==> config.mk <==
export PLATFORM = sky130hd
export DESIGN_NAME = left_shift_sequencer
export DESIGN_NICKNAME = d
export VERILOG_FILES = /design/src/rtl/left_shift_sequencer.sv
export SDC_FILE = /design/constraint.sdc
export NUM_CORES = 1
export LEC_CHECK = 0
export ABC_AREA = 0
export CAP_MARGIN = 20
export CORE_UTILIZATION = 44
export CTS_CLUSTER_SIZE = 12
export DETAILED_ROUTE_END_ITERATION = 16
export GPL_TIMING_DRIVEN = 0
export HOLD_SLACK_MARGIN = 0.12
export PLACE_DENSITY = 0.88
export SLEW_MARGIN = 20
export SYNTH_ARGS = -nofsm -noshare
export SYNTH_HDL_FRONTEND = slang
export SYNTH_SLANG_ARGS = --single-unit
==> constraint.sdc <==
create_clock -name clk -period 1.5 [get_ports clk]
set_input_delay 0.225 -clock clk [delete_from_list [all_inputs] [get_ports clk]]
set_output_delay 0.225 -clock clk [all_outputs]
set_load 0.005 [all_outputs]
==> src/rtl/left_shift_sequencer.sv <==
// Multi-cycle left shifter: latches an operand, then shifts it left one bit per clock.
// Arithmetic mode flags sign changes; logical mode flags any 1 shifted out.
module left_shift_sequencer #(
  parameter int WIDTH   = 16,
  parameter int SHAMT_W = 5
) (
  input  logic               clk,
  input  logic               reset,
  input  logic               start,
  input  logic [WIDTH-1:0]   in,
  input  logic [SHAMT_W-1:0] amount,
  input  logic               mode,
  output logic               busy,
  output logic               done,
  output logic [WIDTH-1:0]   out,
  output logic               overflow
);

  typedef enum logic [1:0] {S_IDLE, S_SHIFT, S_DONE} state_t;

  state_t             r_state;
  state_t             w_next;
  logic [WIDTH-1:0]   r_out;
  logic [SHAMT_W-1:0] r_count;
  logic               r_mode;
  logic               r_ovf;
  logic               r_busy;
  logic               r_done;
  logic [SHAMT_W-1:0] w_n;
  logic               w_ovf_bit;

  // Amounts beyond WIDTH would only shift in more zeros, so clamp them.
  assign w_n = (amount > SHAMT_W'(WIDTH)) ? SHAMT_W'(WIDTH) : amount;

  // Evaluated on the pre-shift value of the working register.
  assign w_ovf_bit = r_mode ? r_out[WIDTH-1] : (r_out[WIDTH-1] ^ r_out[WIDTH-2]);

  always_comb begin
    w_next = r_state;
    case (r_state)
      S_IDLE:  if (start) w_next = (w_n != '0) ? S_SHIFT : S_DONE;
      S_SHIFT: if (r_count == SHAMT_W'(1)) w_next = S_DONE;
      S_DONE:  w_next = S_IDLE;
      default: w_next = S_IDLE;
    endcase
  end

  // Flags are registered from the next state so they line up with it.
  always_ff @(posedge clk) begin
    if (reset) begin
      r_state <= S_IDLE;
      r_out   <= '0;
      r_count <= '0;
      r_mode  <= 1'b0;
      r_ovf   <= 1'b0;
      r_busy  <= 1'b0;
      r_done  <= 1'b0;
    end else begin
      r_state <= w_next;
      r_busy  <= (w_next != S_IDLE);
      r_done  <= (w_next == S_DONE);
      case (r_state)
        S_IDLE: if (start) begin
          r_out   <= in;
          r_ovf   <= 1'b0;
          r_mode  <= mode;
          r_count <= w_n;
        end
        S_SHIFT: begin
          r_out   <= {r_out[WIDTH-2:0], 1'b0};
          r_count <= r_count - SHAMT_W'(1);
          r_ovf   <= r_ovf | w_ovf_bit;
        end
        default: ;
      endcase
    end
  end

  assign busy     = r_busy;
  assign done     = r_done;
  assign out      = r_out;
  assign overflow = r_ovf;

endmodule

; ---- Word-level counts from Yosys, hierarchy flattened
; Index checks and enable logic that the tools add are counted.
; W data, S select, Z words.
[op_classes]
muxes = 12
bitwise_logic = 2
reduce_logical = 6
magnitude_cmp = 1
n_eq_ne = 4
addsub = 1
[op_table]
columns = op, n
row1 = $pmux W16 S2, 1
row2 = $mux W16, 1
row3 = $mux W5, 2
row4 = $pmux W5 S2, 1
row5 = $mux W2, 3
row6 = $eq A5 B1 Y1 const B, 1
row7 = $gt A5 B5 Y1 const B, 1
row8 = $reduce_bool A5 Y1, 1
row9 = $sub A5 B1 Y5 const B, 1
row10 = $pmux W2 S2, 1
row11 = $reduce_and A2 Y1, 2
row12 = $reduce_bool A2 Y1, 2
row13 = $eq A2 B1 Y1 const B, 1
row14 = $eq A2 B2 Y1 const B, 1
row15 = $logic_not A2 Y1, 1
row16 = $mux W1, 2
row17 = $ne A2 B2 Y1 const B, 1
row18 = $pmux W1 S2, 1
row19 = $or A1 B1 Y1, 1
row20 = $xor A1 B1 Y1, 1
[word_totals]
register_bits = 27
word_cells = 33
out_inout_bits = 19

; ---- Logic depth before layout (Yosys ltp)
; Gate-level depths: netlist of run 1.
[depth]
ltp_word = 7
depth_mapped = 5
mapped_depth_nobuf = 5

; ---- Worst setup path after synthesis of run 1
; OpenSTA, ideal clock, no wires.
[synth_path]
path_kind = reg-to-reg
startpoint = reg r_state[1]
endpoint = reg r_count[4]
n_path_buf = 1
stages_incl_launch_ff = 6
arrival_ns = 1.131
period_less_slack_ns = 1.263
setup_slack_ns = 0.237
path_cell_list = dfxtp_1 buf_4 and2b_1 nand2_1 o311ai_0 a21oi_1
[synth_between]
elab_chain_cells = 3
elab_cells_between_ends = 6
cone_classes = eq/ne (2) / mux (1) / reduce/logical (3)
[synth_rtl]
columns = element, line_no
row1 = start: declaration, 21  ; state_t r_state;
row2 = start signal: assignment, 59  ; r_state <= w_next;
row3 = $eq A2 B1 Y1 or $logic_not A2 Y1 (tied branches), 62  ; case (r_state)
row4 = $reduce_bool A2 Y1 (no source line) or $ne A2 B2 Y1 (tied branches), --
row5 = $reduce_and A2 Y1 (no source line), --
row6 = end signal: assignment, 67  ; r_count <= w_n;
row7 = end signal: assignment, 71  ; r_count <= r_count - SHAMT_W'(1);
row8 = end: declaration, 24  ; logic [SHAMT_W-1:0] r_count;
; Several ways; a longest one is shown, not always the timed one.
; A chain may end at the register's enable or synchronous reset.

; ---- Worst setup path in the final report of run 1
[layout_path]
startpoint = reg r_out[4], in the netlist out[4]
endpoint = out out[4]
[layout_lines]
columns = element, line_no
row1 = start: declaration, 23  ; logic [WIDTH-1:0] r_out;
row2 = start signal: assignment, 64  ; r_out <= in;
row3 = start signal: assignment, 70  ; r_out <= {r_out[WIDTH-2:0], 1'b0};
row4 = end: declaration, 15  ; output logic [WIDTH-1:0] out,
; No word-level cell between the ends.

==> results.ini, run 1 <==
[synthesis]
ys_types = 35
netlist_area_sq_um = 1280
syn-num-nets = 167
ys_ff_latch = 27
syn_inst = 140
seq_area_frac_synth = 0.421
syn_area_per_cell_sq_um = 9.17
ys_warn_count = 0

[power]
internal_power_mw = 1.16
p_seq_frac = 0.530
power_mw = 1.62
pwr-share-clk = 0.188
p_leak_nw = 0.708
netSwitchingPower_mw = 0.459
switching_share = 0.283
ir_drop_mv = 0.693
p_per_area_nw_per_um2 = 910
combPwrFrac = 0.283

[worst_setup_path]
cp.arrival_ns = 1.23
path_cells = clkdlybuf4s50_1
required_ns = 1.27
critPathBufInv = 1
slowest_delay_ns = 0.53
cp-start-kind = flip-flop
cp-end-kind = primary output
crit_family = buffers and inverters
cp_slowest_cell = clkdlybuf4s50_1
crit_fanout = 3
path_class = flip-flop to primary output

[flow_run]
maxCapViolCount = 0

[finish]
design_area_sq_um = 1780
antenna_cells = 0
nNetsFinal = 214
area_growth_pct = 38.9
fin_cells = 217
drive_gt1_frac = 0.113
final_cell_mix = 42 x clkdlybuf4s50_1, 20 x nor2_1, 18 x dfxtp_1, 16 x a211oi_1, 15 x mux2i_1
layout_commonest_cell = clkdlybuf4s50_1

[global_route]
antenna_found_initial = 0
grt-ovfl-total = 0
grt_pass1_vias = 1252
grt_pass1_wl_mm = 5.33
grt_max_degree = 15
grt_use_total = 0.211

[timing]
fmax_mhz = 686
period_needed_ns = 1.46
setup_violations = 0
slew_headroom = 0.690
clock_skew_ns = 0.00563
setup_ws_ns = 0.0413
worst_pin_slew_ns = 0.464
hold_viol = 0
slew_viol_final = 0
min_period_over_period = 0.972

[route]
ant_nets = 0
firstDrtPassIters = 4
via_per_inst = 5.78
route.detailed.wl_per_inst_um = 14.2
route.detailed.drc = 0
routed_wl_mm = 3.09
drt_iter0_markers = 25
vias = 1254

[worst_hold_path]
min_path_type = primary input to flip-flop

[clocking]
cts-root-buf = clkbuf_4
htree_levels = 1
clk_pin_slew_ns = 0.14
postCtsSetupRepairBufs = 0
clockBufferDepth = 2
clk_latency_ns = 0.31
clock_sinks = 27
cts_tree = done
cts_inserted_buffers = 3

[floorplanning]
die_height_um = 56.0
die_x_um = 56.0
core_sq_um = 2760
ios = 44
initial_core_util = 0.466
die-area_sq_um = 3140
rows = 19

[place]
place.detailed.hpwl_mm = 2.27
io_buffers = 42
place_inst = 213
gp_congestion = 0.832
dpl_cell_area_sq_um = 1740
dp_slack_ns = -0.252

[outcome]
status = completed

-- Yosys cell counts --
master / instances / area [sq um]
o211ai_1: 2 / 15.0
buf_6: 1 / 11.3
xnor2_1: 1 / 8.76
a31oi_1: 1 / 6.26
buf_2: 2 / 10.0
a31o_2: 1 / 8.76
a311oi_1: 1 / 8.76
or4_1: 1 / 7.51
nand2b_1: 3 / 18.8
a32oi_1: 2 / 17.5
or3_1: 1 / 6.26
mux2i_1: 15 / 150
nor2b_1: 2 / 12.5
inv_1: 5 / 18.8
o21ai_0: 3 / 15.0
nor2_1: 20 / 75.1
nand3_1: 1 / 5.00
a21oi_1: 6 / 30.0
and2b_1: 2 / 15.0
o311ai_0: 1 / 8.76
clkbuf_1: 4 / 15.0
ha_1: 2 / 25.0
a211oi_1: 16 / 120
buf_1: 1 / 3.75
nand2b_4: 1 / 13.8
buf_4: 1 / 7.51
a22oi_1: 1 / 7.51
dfxtp_1: 27 / 541
o31a_1: 1 / 8.76
nor3_1: 4 / 20.0
buf_12: 1 / 20.0
o32a_1: 1 / 10.0
a21boi_0: 1 / 7.51
nand2_1: 7 / 26.3
o41ai_1: 1 / 8.76
-- final timing paths --
check	startpoint	to	slack, ns	cells past startpoint
hold / removal	reset	out[7]	0.30	2
setup reg to reg	r_state[0]	r_count[4]	0.12	5
setup / recovery	out[4]	out[4]	0.04	1
hold reg to reg	r_mode	r_mode	0.48	2
-- cell families after synthesis --
| kind of cell | Yosys count | share of synthesized area |
|---|---|---|
| buffers and inverters | 15 | 0.0672 |
| muxes | 15 | 0.117 |
| xor gates and xnor gates | 1 | 0.00682 |
| AOI/OAI and AO/OA | 38 | 0.212 |
| and+or+nand+nor | 42 | 0.156 |
| DFF | 27 | 0.421 |
| adders and majority gates | 2 | 0.0195 |
-- per-layer routing --
layer,GRT usage,up-vias,share of wire
met3,0.0442,10,0.071
li1,-,600,-
met5,0,-,0
met4,0.0906,0,0.016
met2,0.349,63,0.47
met1,0.264,581,0.45
-- state kept, by name (all words and copies together) (netlist names) --
signal / count
r_state: 2
busy: 1
out: 16
done: 1
r_mode: 1
r_count: 5
overflow: 1
-- final cells by class --
class | instances | area [sq um]
multi-input cells | 98 | 658
flip-flops and latches | 27 | 552
well taps | 31 | 38.8
fillers | 220 | 975
plain buffers | 10 | 68.8
clock buffers | 4 | 26.3
inverters | 5 | 18.8
repair buffers | 42 | 420
-- power groups by stage --
| stage | combinational (mW) | clock (mW) | sequential, mW |
|---|---|---|---|
| 6_report | 0.459 | 0.305 | 0.859 |
| 5_1_grt | 0.504 | 0.344 | 0.870 |
| 4_1_cts | 0.457 | 0.320 | 0.853 |
| 3_5_place_dp | 0.453 | 0 | 0.866 |
| 3_3_place_gp | 0.439 | 0 | 0.863 |
| 2_1_floorplan | 0.234 | 0 | 0.860 |
-- what timing repair did --
action	in CTS	in global routing
hold buffers	0	0
resized for setup	0	13
endpoints found under the setup margin	0	14
-- metrics by stage --
stage                     TNS [ns]   util  hold WS (ns)
after floorplan                  0      -         0.361
after global placement       -3.18  0.632         0.448
after detailed placement     -3.92  0.632         0.457
after CTS                        0  0.642         0.290
after global routing       -0.0110  0.647         0.324
final                            0  0.647         0.297
(Power assumes the default switching activity.)
==> run 2, diff against run 1 <==
--- a/config.mk
+++ b/config.mk
@@ -7,13 +7,14 @@
 export LEC_CHECK = 0
 export ABC_AREA = 0
 export CAP_MARGIN = 20
-export CORE_UTILIZATION = 44
+export CORE_UTILIZATION = 56
 export CTS_CLUSTER_SIZE = 12
 export DETAILED_ROUTE_END_ITERATION = 16
+export DONT_BUFFER_PORTS = 1
 export GPL_TIMING_DRIVEN = 0
 export HOLD_SLACK_MARGIN = 0.12
-export PLACE_DENSITY = 0.88
-export SLEW_MARGIN = 20
+export PLACE_DENSITY = 0.81
+export SLEW_MARGIN = 10
 export SYNTH_ARGS = -nofsm -noshare
 export SYNTH_HDL_FRONTEND = slang
 export SYNTH_SLANG_ARGS = --single-unit
==> run 2 against run 1 <==
- maximum frequency is 2.2% higher
- non-clock buffer count fell by 38
- clock power grew 2%
- via count decreased by 16%
- cell count down 19%
- routed wire length down 7.0%
- critical path type is now flip-flop to flip-flop
- sequential share of layout area up 8.0 points
- flip-flop and latch count unchanged
- global-route usage increased by 3.8 points
- power decreased by 9.2%
==> results.ini, run 2 (synthesized netlist as in run 1, its figures left out) <==
[outcome]
status = completed

[global_route]
grt_max_degree = 15  ; unchanged
grt_use_total = 0.248  ; +0.0376
grt_pass1_vias = 1097  ; -12%
grt_pass1_wl_mm = 4.77  ; -10%
grt-ovfl-total = 0  ; unchanged
antenna_found_initial = 0  ; unchanged

[power]
switching_share = 0.299  ; +0.0161
power_mw = 1.47  ; -9.2%
p_leak_nw = 0.563  ; -20%
ir_drop_mv = 0.781  ; +13%
p_per_area_nw_per_um2 = 1060  ; +17%
combPwrFrac = 0.203  ; -0.080
p_seq_frac = 0.586  ; +0.056
pwr-share-clk = 0.210  ; +0.022
netSwitchingPower_mw = 0.441  ; -4.0%
internal_power_mw = 1.03  ; -11%

[timing]
slew_viol_final = 0  ; unchanged
setup_ws_ns = 0.0732  ; +0.0319 ns
worst_pin_slew_ns = 0.476  ; +0.0121 ns
fmax_mhz = 701  ; +2.2%
period_needed_ns = 1.43  ; -0.0319 ns
grt_setup_unrepaired = no
setup_violations = 0  ; unchanged
whs_ns = 0.130  ; -0.167 ns
clock_skew_ns = 0.00240  ; -0.00322 ns
setup_tns_ns = 0  ; unchanged
slew_headroom = 0.682  ; -0.00806
hold_viol = 0  ; unchanged
min_period_over_period = 0.951  ; -0.0213

[floorplanning]
rows = 16  ; -3
die_x_um = 49.9  ; -11%
core_sq_um = 2060  ; -25%
die-area_sq_um = 2490  ; -21%
initial_core_util = 0.623  ; +0.157
die_height_um = 49.9  ; -11%
ios = 44  ; unchanged

[clocking]
clk_pin_slew_ns = 0.14  ; about the same
clockBufferDepth = 2  ; unchanged
cts_tree = done
clock_sinks = 27  ; unchanged
clk_latency_ns = 0.31  ; about the same
cts_inserted_buffers = 3  ; unchanged
cts-root-buf = clkbuf_4
htree_levels = 1  ; unchanged

[route]
via_per_inst = 6.01  ; +4.0%
route.detailed.drc = 0  ; unchanged
firstDrtPassIters = 4  ; unchanged
routed_wl_mm = 2.88  ; -7.0%
drt_iter0_markers = 26  ; +4.0%
route.detailed.wl_per_inst_um = 16.4  ; +15%
ant_nets = 0  ; unchanged
vias = 1052  ; -16%

[flow_run]
maxCapViolCount = 0  ; unchanged

[worst_hold_path]
min_from = amount[4]
min_path_type = primary input to flip-flop

[finish]
area_growth_pct = 8.19
fillers = 176  ; -20%
drive_gt1_frac = 0.0811  ; -0.0318
register_area_sq_um = 541  ; -2.0%
nNetsFinal = 176  ; -18%
multi_input_area_sq_um = 658  ; unchanged
largest_reg_flops = 16  ; unchanged
antenna_cells = 0  ; unchanged
final_cell_mix = 27 x dfxtp_1, 20 x nor2_1, 16 x a211oi_1, 15 x mux2i_1, 7 x nand2_1
layout_commonest_cell = dfxtp_1

[worst_setup_path]
cp-start-kind = flip-flop
r2r_start = r_state[0]
path_class = flip-flop to flip-flop
cp-end-kind = flip-flop
required_ns = 1.70  ; +0.43 ns
crit_start = r_state[0]
cp.arrival_ns = 1.63  ; +0.40 ns
crit_fanout = 10  ; +7

[place]
gp_congestion = 0.882  ; +6.0%
io_buffers = 0  ; -100%
dp_slack_ns = 0.0425  ; +0.295 ns
place.detailed.hpwl_mm = 2.07  ; -8.6%

run 2: cell types whose count changed in the layout (fill, tap and decap cells not counted):
cell / delta
o311ai_1: -1
dfxtp_2: -9
clkbuf_4: +1
dfxtp_1: +9
o311ai_0: +1
dlygate4sd3_1: +4
clkdlybuf4s50_1: -42
buf_2: -1
run 2: worst max-delay path: stages (launching register included):
cell and delay [ns]:
dfxtp_1 0.36, clkbuf_4 0.19, and2b_2 0.23, nand2_1 0.11, o311ai_0 0.31, a21oi_1 0.12
run 2: worst paths after layout:
check                to  slack [ns]  cells after the start
max          r_count[4]        0.07                      5
min          r_count[4]        0.13                      2
max reg2reg  r_count[4]        0.07                      5
min reg2reg      r_mode        0.48                      2
run 2: layout make-up:
class | instances | share of cell area
plain buffers | 10 | 0.0514
clock buffers | 4 | 0.0189
inverters | 5 | 0.0135
multi-input cells | 98 | 0.474
flip-flops and latches | 27 | 0.389
well taps | 27 | 0.0243
repair buffers | 4 | 0.0288
run 2: power groups by stage:
stage | Sequential [mW] | Combinational, mW | Clock (mW)
after CTS | 0.863 | 0.294 | 0.314
after floorplan | 0.860 | 0.234 | 0
after detailed placement | 0.879 | 0.284 | 0
final | 0.864 | 0.299 | 0.310
after global placement | 0.875 | 0.269 | 0
after global routing | 0.874 | 0.333 | 0.345
run 2: per-layer routing:
metal | track usage | share of wire | vias to the layer above
met5 | 0 | 0 | -
met4 | 0.0762 | 0.0045 | 0
met3 | 0.0401 | 0.047 | 2
met2 | 0.446 | 0.51 | 39
met1 | 0.299 | 0.44 | 490
li1 | - | - | 521
run 2: metrics by stage:
step | std cells | util | area, sq um
2_1_floorplan | 140 | - | 1280
3_3_place_gp | 167 | 0.639 | 1320
3_5_place_dp | 167 | 0.639 | 1320
4_1_cts | 175 | 0.671 | 1380
5_1_grt | 175 | 0.674 | 1390
6_report | 175 | 0.674 | 1390
run 2: what timing repair did:
item / in CTS / in global routing
endpoints found under the hold margin: 4 / 0
setup buffers: 0 / 0
setup endpoints to repair: 0 / 5
resized for setup: 0 / 4
hold buffers: 4 / 0
